===== config.mk =====
export PLATFORM = sky130hd
export DESIGN_NAME = xv_blank_monitor
export DESIGN_NICKNAME = d
export VERILOG_FILES = /design/src/rtl/xv_blank_monitor_pkg.sv /design/src/rtl/xv_dwell_timer.sv /design/src/rtl/xv_blank_monitor.sv
export SDC_FILE = /design/constraint.sdc
export NUM_CORES = 1
export LEC_CHECK = 0
export BUFFER_PORTS_ARGS = -buffer_cell sky130_fd_sc_hd__buf_2
export CORE_MARGIN = 5
export CORE_UTILIZATION = 40
export CTS_BUF_LIST = sky130_fd_sc_hd__clkbuf_4 sky130_fd_sc_hd__clkbuf_8 sky130_fd_sc_hd__clkbuf_16
export DETAILED_ROUTE_END_ITERATION = 6
export GPL_TIMING_DRIVEN = 0
export PLACE_DENSITY = 0.65
export SLEW_MARGIN = 40
export SYNTH_ARGS = -nofsm -noshare
export SYNTH_HDL_FRONTEND = slang
export SYNTH_SLANG_ARGS = --single-unit

===== constraint.sdc =====
create_clock -name clk -period 2 [get_ports clk]
set_input_delay 0.4 -clock clk [delete_from_list [all_inputs] [get_ports clk]]
set_output_delay 0.4 -clock clk [all_outputs]
set_load 0.005 [all_outputs]

===== src/rtl/xv_blank_monitor_pkg.sv =====
// rtl/xv_blank_monitor_pkg.sv - shared FSM encodings, error bit indices and counter widths
package xv_blank_monitor_pkg;

  typedef enum logic [1:0] {
    ST_IDLE    = 2'd0,
    ST_ARM     = 2'd1,
    ST_WAIT_P1 = 2'd2,
    ST_PHASE   = 2'd3
  } state_t;

  localparam int ERR_ORDER_BIT = 0;
  localparam int ERR_DWELL_BIT = 1;

  localparam int CNT_W      = 10;
  localparam int DWELL_W    = 6;
  localparam int NUM_PHASES = 8;

  localparam logic [CNT_W-1:0]   CNT_MAX   = '1;
  localparam logic [DWELL_W-1:0] DWELL_MAX = '1;

  function automatic logic [CNT_W-1:0] sat_inc_cnt(input logic [CNT_W-1:0] v);
    return (v == CNT_MAX) ? v : v + 1'b1;
  endfunction

endpackage


===== src/rtl/xv_dwell_timer.sv =====
// rtl/xv_dwell_timer.sv - per-phase dwell counter with saturation and tolerance window compare
module xv_dwell_timer
  import xv_blank_monitor_pkg::*;
#(
  parameter int STATE_WIDTH = 8,
  parameter int DWELL_TOL   = 1
) (
  input  logic clk,
  input  logic reset,
  input  logic restart,
  input  logic run,
  input  logic clear,
  output logic out_of_window
);

  localparam logic [DWELL_W-1:0] DWELL_LO = DWELL_W'(STATE_WIDTH - DWELL_TOL);
  localparam logic [DWELL_W-1:0] DWELL_HI = DWELL_W'(STATE_WIDTH + DWELL_TOL);

  logic [DWELL_W-1:0] dwell;

  // Restart loads 1 because the cycle that reveals the new code is already part of its dwell.
  always_ff @(posedge clk or posedge reset) begin
    if (reset) begin
      dwell <= '0;
    end else if (clear) begin
      dwell <= '0;
    end else if (restart) begin
      dwell <= DWELL_W'(1);
    end else if (run && (dwell != DWELL_MAX)) begin
      dwell <= dwell + 1'b1;
    end
  end

  assign out_of_window = (dwell < DWELL_LO) || (dwell > DWELL_HI);

endmodule


===== src/rtl/xv_blank_monitor.sv =====
// rtl/xv_blank_monitor.sv - XV blank-line transfer checker; XV_MONITOR_DWELL_CHECK_EN enables dwell checking
module xv_blank_monitor
  import xv_blank_monitor_pkg::*;
#(
  parameter int                     V_WIDTH          = 4,
  parameter int                     REG_WD           = 16,
  parameter logic [V_WIDTH-1:0]     XV_DEFAULT_VALUE = '0,
  parameter logic [8*V_WIDTH-1:0]   XV_SEQ           = '0,
  parameter int                     STATE_WIDTH      = 8,
  parameter int                     DWELL_TOL        = 1
) (
  input  logic              clk,
  input  logic              reset,
  input  logic [V_WIDTH-1:0] iv_xv,
  input  logic              i_blank_flag,
  input  logic [REG_WD-1:0] iv_blank_number,
  output logic [CNT_W-1:0]  ov_transfer_cnt,
  output logic              o_seq_done,
  output logic              o_count_ok,
  output logic              o_seq_err,
  output logic [1:0]        ov_err_code
);

  logic [V_WIDTH-1:0] xv_q, xv_q_d;
  logic               flag_q, flag_d;
  state_t             state, state_nxt;
  logic [2:0]         idx, idx_nxt;
  logic [CNT_W-1:0]   cnt, cnt_nxt;
  logic [1:0]         err_code, err_nxt;

  logic               flag_rise, flag_fall, xv_changed;
  logic [V_WIDTH-1:0] phase1, exp_next;

  logic arm, done_evt, step_ok, complete, order_err_evt, phase_start, dwell_evt;

  assign flag_rise  = flag_q & ~flag_d;
  assign flag_fall  = ~flag_q & flag_d;
  assign xv_changed = (xv_q != xv_q_d);
  assign phase1     = XV_SEQ[V_WIDTH-1:0];
  assign idx_nxt    = idx + 3'd1;
  assign exp_next   = (idx == 3'(NUM_PHASES - 1)) ? XV_DEFAULT_VALUE
                                                  : XV_SEQ[int'(idx_nxt)*V_WIDTH +: V_WIDTH];

  always_ff @(posedge clk or posedge reset) begin
    if (reset) begin
      state <= ST_IDLE;
    end else begin
      state <= state_nxt;
    end
  end

  always_comb begin
    state_nxt = state;
    if ((state != ST_IDLE) && flag_fall) begin
      state_nxt = ST_IDLE;
    end else begin
      case (state)
        ST_IDLE:    if (flag_rise) state_nxt = ST_ARM;
        ST_ARM:     state_nxt = ST_WAIT_P1;
        ST_WAIT_P1: if (xv_q == phase1) state_nxt = ST_PHASE;
        ST_PHASE:   if (xv_changed && ((xv_q != exp_next) || (idx == 3'(NUM_PHASES - 1))))
                      state_nxt = ST_WAIT_P1;
        default:    state_nxt = ST_IDLE;
      endcase
    end
  end

  // A window ending mid-transfer drops the partial transfer silently, but a completing step still counts.
  always_comb begin
    arm           = (state == ST_ARM);
    done_evt      = (state != ST_IDLE) && flag_fall;
    step_ok       = (state == ST_PHASE) && xv_changed && (xv_q == exp_next);
    complete      = step_ok && (idx == 3'(NUM_PHASES - 1));
    phase_start   = (state == ST_WAIT_P1) && (xv_q == phase1) && !done_evt;
    order_err_evt = !done_evt &&
                    (((state == ST_WAIT_P1) && (xv_q != phase1) && (xv_q != XV_DEFAULT_VALUE)) ||
                     ((state == ST_PHASE) && xv_changed && (xv_q != exp_next)));
  end

`ifdef XV_MONITOR_DWELL_CHECK_EN
  logic dwell_bad;

  xv_dwell_timer #(
    .STATE_WIDTH (STATE_WIDTH),
    .DWELL_TOL   (DWELL_TOL)
  ) u_dwell_timer (
    .clk           (clk),
    .reset         (reset),
    .restart       (phase_start | (step_ok & ~complete)),
    .run           ((state == ST_PHASE) & ~xv_changed),
    .clear         (arm),
    .out_of_window (dwell_bad)
  );

  assign dwell_evt = step_ok & ~done_evt & dwell_bad;
`else
  localparam int unused_dwell_cfg = STATE_WIDTH + DWELL_TOL;
  assign dwell_evt = 1'b0;
`endif

  always_comb begin
    cnt_nxt = cnt;
    err_nxt = err_code;
    if (arm) begin
      cnt_nxt = '0;
      err_nxt = '0;
    end else begin
      if (complete) cnt_nxt = sat_inc_cnt(cnt);
      err_nxt[ERR_ORDER_BIT] = err_code[ERR_ORDER_BIT] | order_err_evt;
      err_nxt[ERR_DWELL_BIT] = err_code[ERR_DWELL_BIT] | dwell_evt;
    end
  end

  always_ff @(posedge clk or posedge reset) begin
    if (reset) begin
      xv_q       <= '0;
      xv_q_d     <= '0;
      flag_q     <= 1'b0;
      flag_d     <= 1'b0;
      idx        <= '0;
      cnt        <= '0;
      err_code   <= '0;
      o_seq_done <= 1'b0;
      o_count_ok <= 1'b0;
    end else begin
      xv_q       <= iv_xv;
      xv_q_d     <= xv_q;
      flag_q     <= i_blank_flag;
      flag_d     <= flag_q;
      cnt        <= cnt_nxt;
      err_code   <= err_nxt;
      o_seq_done <= done_evt;
      if (phase_start) begin
        idx <= '0;
      end else if (step_ok && !complete) begin
        idx <= idx_nxt;
      end
      if (done_evt) begin
        o_count_ok <= (REG_WD'(cnt_nxt) == iv_blank_number);
      end
    end
  end

  assign ov_transfer_cnt = cnt;
  assign ov_err_code     = err_code;
  assign o_seq_err       = |err_code;

endmodule


==> reports/results.ini <==
[timing]
fin_setup_tns_ps = -289
tightest_slew_ps = 590
min_period_ps = 2290
max_freq_mhz = 437
setup_viol = 1
maxSlewHeadroom_pct = 60.6
finalMaxSlewViolations = 0
setup_slack_ps = -289
fin_skew_ps = 4.13
rsz0062_at_grt = true
fin_crit_sh_pct = 114
hold_viol = 0

[global_routing]
grt_usage_pct = 13.6
grt_pass1_wl_um = 5750
grt_pass1_vias = 1304
grt_max_degree = 29
grt_overflow_total = 0
antenna_found_initial = 0

[yosys]
synth_area_leader_cell = dfrtp_1
synth_edf_count = 0
ys_types = 45
ys_ff_latch = 28
synth_most_common_cell = dfrtp_1
synthFlopType = dfrtp_1
syn-cell-area_mm2 = 0.00158
ys_seq_area_share_pct = 44.3
netlist.area_leader.share_pct = 44.3
synthTopCellsByCount = dfrtp_1, nor2_1, nand2_1
ys.warnings.count = 0
postSynthAreaPerCell_um2 = 10.0
syn-num-nets = 184
async_flop_share_pct = 100
syn_inst = 158
yosys-top-cells-area = dfrtp_1, xnor2_1, mux2i_1

[setup_path]
arrival_ps = 2480
worstSetupEndpointType = register
crit_family = simple AND/OR/NAND/NOR gates
crit_path_start_kind = register
cp_cell_sequence = nor4_4 -> nand4_4 -> nor2_4 -> nand2_2 -> mux2i_2 -> mux2i_1 -> nand3_1 -> o31ai_2
critical_path_class = reg2reg
worst-path-buf-inv = 0
crit_slowest_cell = dfrtp_1
critPathMaxFanout = 6
cp_slowest_stage_delay_ps = 440
crit_required_ps = 2190

[final_layout]
n_antenna_cell = 0
num-fill-cells = 360
layout-drive-gt1-share_pct = 34.8
final_util_pct = 53.7
area_delta_synth_final_pct = 27.2
nNetsFinal = 231

[floorplan]
die-height_um = 72.9
io_pins = 38
core-area_mm2 = 0.00374
die_area_mm2 = 0.00531
start_util_pct = 42.2
rows = 22
die_w_um = 72.9

[clock_network]
tritoncts = done
cts_buffer_depth = 2
htreeDepth = 1
postCtsHoldBufs = 0
cts_buffers = 3
clk_pin_slew_ps = 90
root_buffer = clkbuf_8
clock_sinks = 28
clk-insertion-delay-late_ps = 270

[run_status]
violations = setup timing
status = finished, violations left

[pwr]
pwr-share-clk_pct = 35.4
p_seq_share_pct = 50.3
p_int_uw = 954
swShare_pct = 24.4
switching_power_uw = 307
irDropWorstVdd_mv = 0.413
p_comb_share_pct = 14.3
pwr_density_cell_mw_per_mm2 = 627
power.leakage_uw = 0.000896

[drt]
viasPerCell = 5.32
route.detailed.drc = 0
first_pass_iters = 4
routed_wl_um = 3550
vias = 1340
drt_iter0_drc = 67
wl_per_cell_um = 14.1
postRouteAntennaNets = 0

[place]
io_buffers = 36
place_congestion = 0.846
post-dp-hpwl_um = 2660

[hold_path]
min_path_type = in2async

[flow_run]
drv_cap = 0

==> cell usage in the layout, fill, tap and decap left out, types with 2 or more instances in the layout <==
master | Yosys | layout
mux2i_1 | 8 | 7
xnor2_1 | 10 | 10
nor4_4 | 2 | 3
nor2b_1 | 4 | 4
buf_2 | 0 | 36
inv_1 | 5 | 4
a31oi_1 | 2 | 2
buf_4 | 2 | 8
nand3_1 | 5 | 5
a21oi_1 | 7 | 7
nor2_1 | 21 | 21
nand4_1 | 2 | 2
nor3_1 | 5 | 5
dfrtp_1 | 28 | 27
nand2_1 | 14 | 12
o21ai_0 | 4 | 4
ha_1 | 3 | 2
nor4_2 | 0 | 2
o31ai_2 | 1 | 2
nand2_2 | 0 | 2
xor2_1 | 5 | 4
clkbuf_8 | 0 | 3
nor3_4 | 1 | 2
==> what timing repair did <==
| item | 4_1_cts | 5_1_grt |
|---|---|---|
| buffers inserted | 3 | 3 |
| pin swaps | 3 | 4 |
| setup endpoints to repair | 4 | 1 |
| resized for setup | 6 | 9 |
==> layout make-up <==
class	instances	area [um2]	area share [%]
Multi-Input combinational cell	121	900	44.7
Sequential cell	28	702	34.9
Timing Repair Buffer	42	225	11.2
Tap cell	48	60.1	2.99
Clock buffer	3	41.3	2.05
Buffer	4	33.8	1.68
Clock inverter	1	30.0	1.49
Inverter	5	18.8	0.933
==> power by group through the flow <==
stage	clock network, uW	logic, uW	registers [uW]
floorplan	0	106	641
global placement	0	170	645
detailed placement	0	173	646
CTS	457	181	635
global route	483	201	642
finish	446	181	635
==> cells by family after synthesis <==
group           count (synthesis)  share of synthesized area [%]
flops                          28                           44.3
compound gates                 23                           9.58
simple gates                   71                           26.8
buf+inv                         9                           3.33
mux                             8                           5.07
xor+xnor                       15                           8.31
other cells                     1                          0.237
fa+ha+maj                       3                           2.38
==> flip-flops by register name, summed over array words and instances (netlist names) <==
name	count
flag_q	1
ov_err_code	1
ov_transfer_cnt	10
flag_d	1
xv_q_d	4
idx	3
xv_q	4
o_seq_done	1
state	2
o_count_ok	1
==> final timing paths <==
| check | startpoint | end | slack, ps | cells after the start |
|---|---|---|---|---|
| min reg2reg | flag_q | flag_d | 430 | 0 |
| max | xv_q[3] | o_count_ok | -290 | 8 |
| min in group clk | iv_xv[2] | xv_q[2] | 220 | 1 |
| max reg2reg | xv_q[3] | o_count_ok | -290 | 8 |
| min | reset | ov_transfer_cnt[2] | 180 | 2 |
| max in group asynchronous | reset | xv_q[2] | 1400 | 2 |
==> metrics by stage <==
step,hold slack (ps),setup WS [ps],cell area [um2],total power [uW],cells
floorplan,382,-85.3,1580,747,158
global placement,397,-359,1820,815,242
detailed placement,405,-409,1820,819,242
CTS,197,-254,1950,1270,249
global route,205,-414,2010,1330,252
finish,179,-289,2010,1260,252
==> worst register-to-register path, delay by kind of cell (launching register included) <==
kind	cells	cell delay (ps)
AND/OR/NAND/NOR	5	1070
multiplexers	2	500
flip-flops	1	440
AO/OA/AOI/OAI	1	220
==> metal layers <==
metal	track usage, %	up-vias	share of wire, %
met1	15.3	645	39
met2	25.3	46	52
met5	0	-	0
met4	3.48	0	0.73
met3	3.72	4	8.0
li1	-	645	-
No activity file was read; power rests on OpenSTA's default activity.
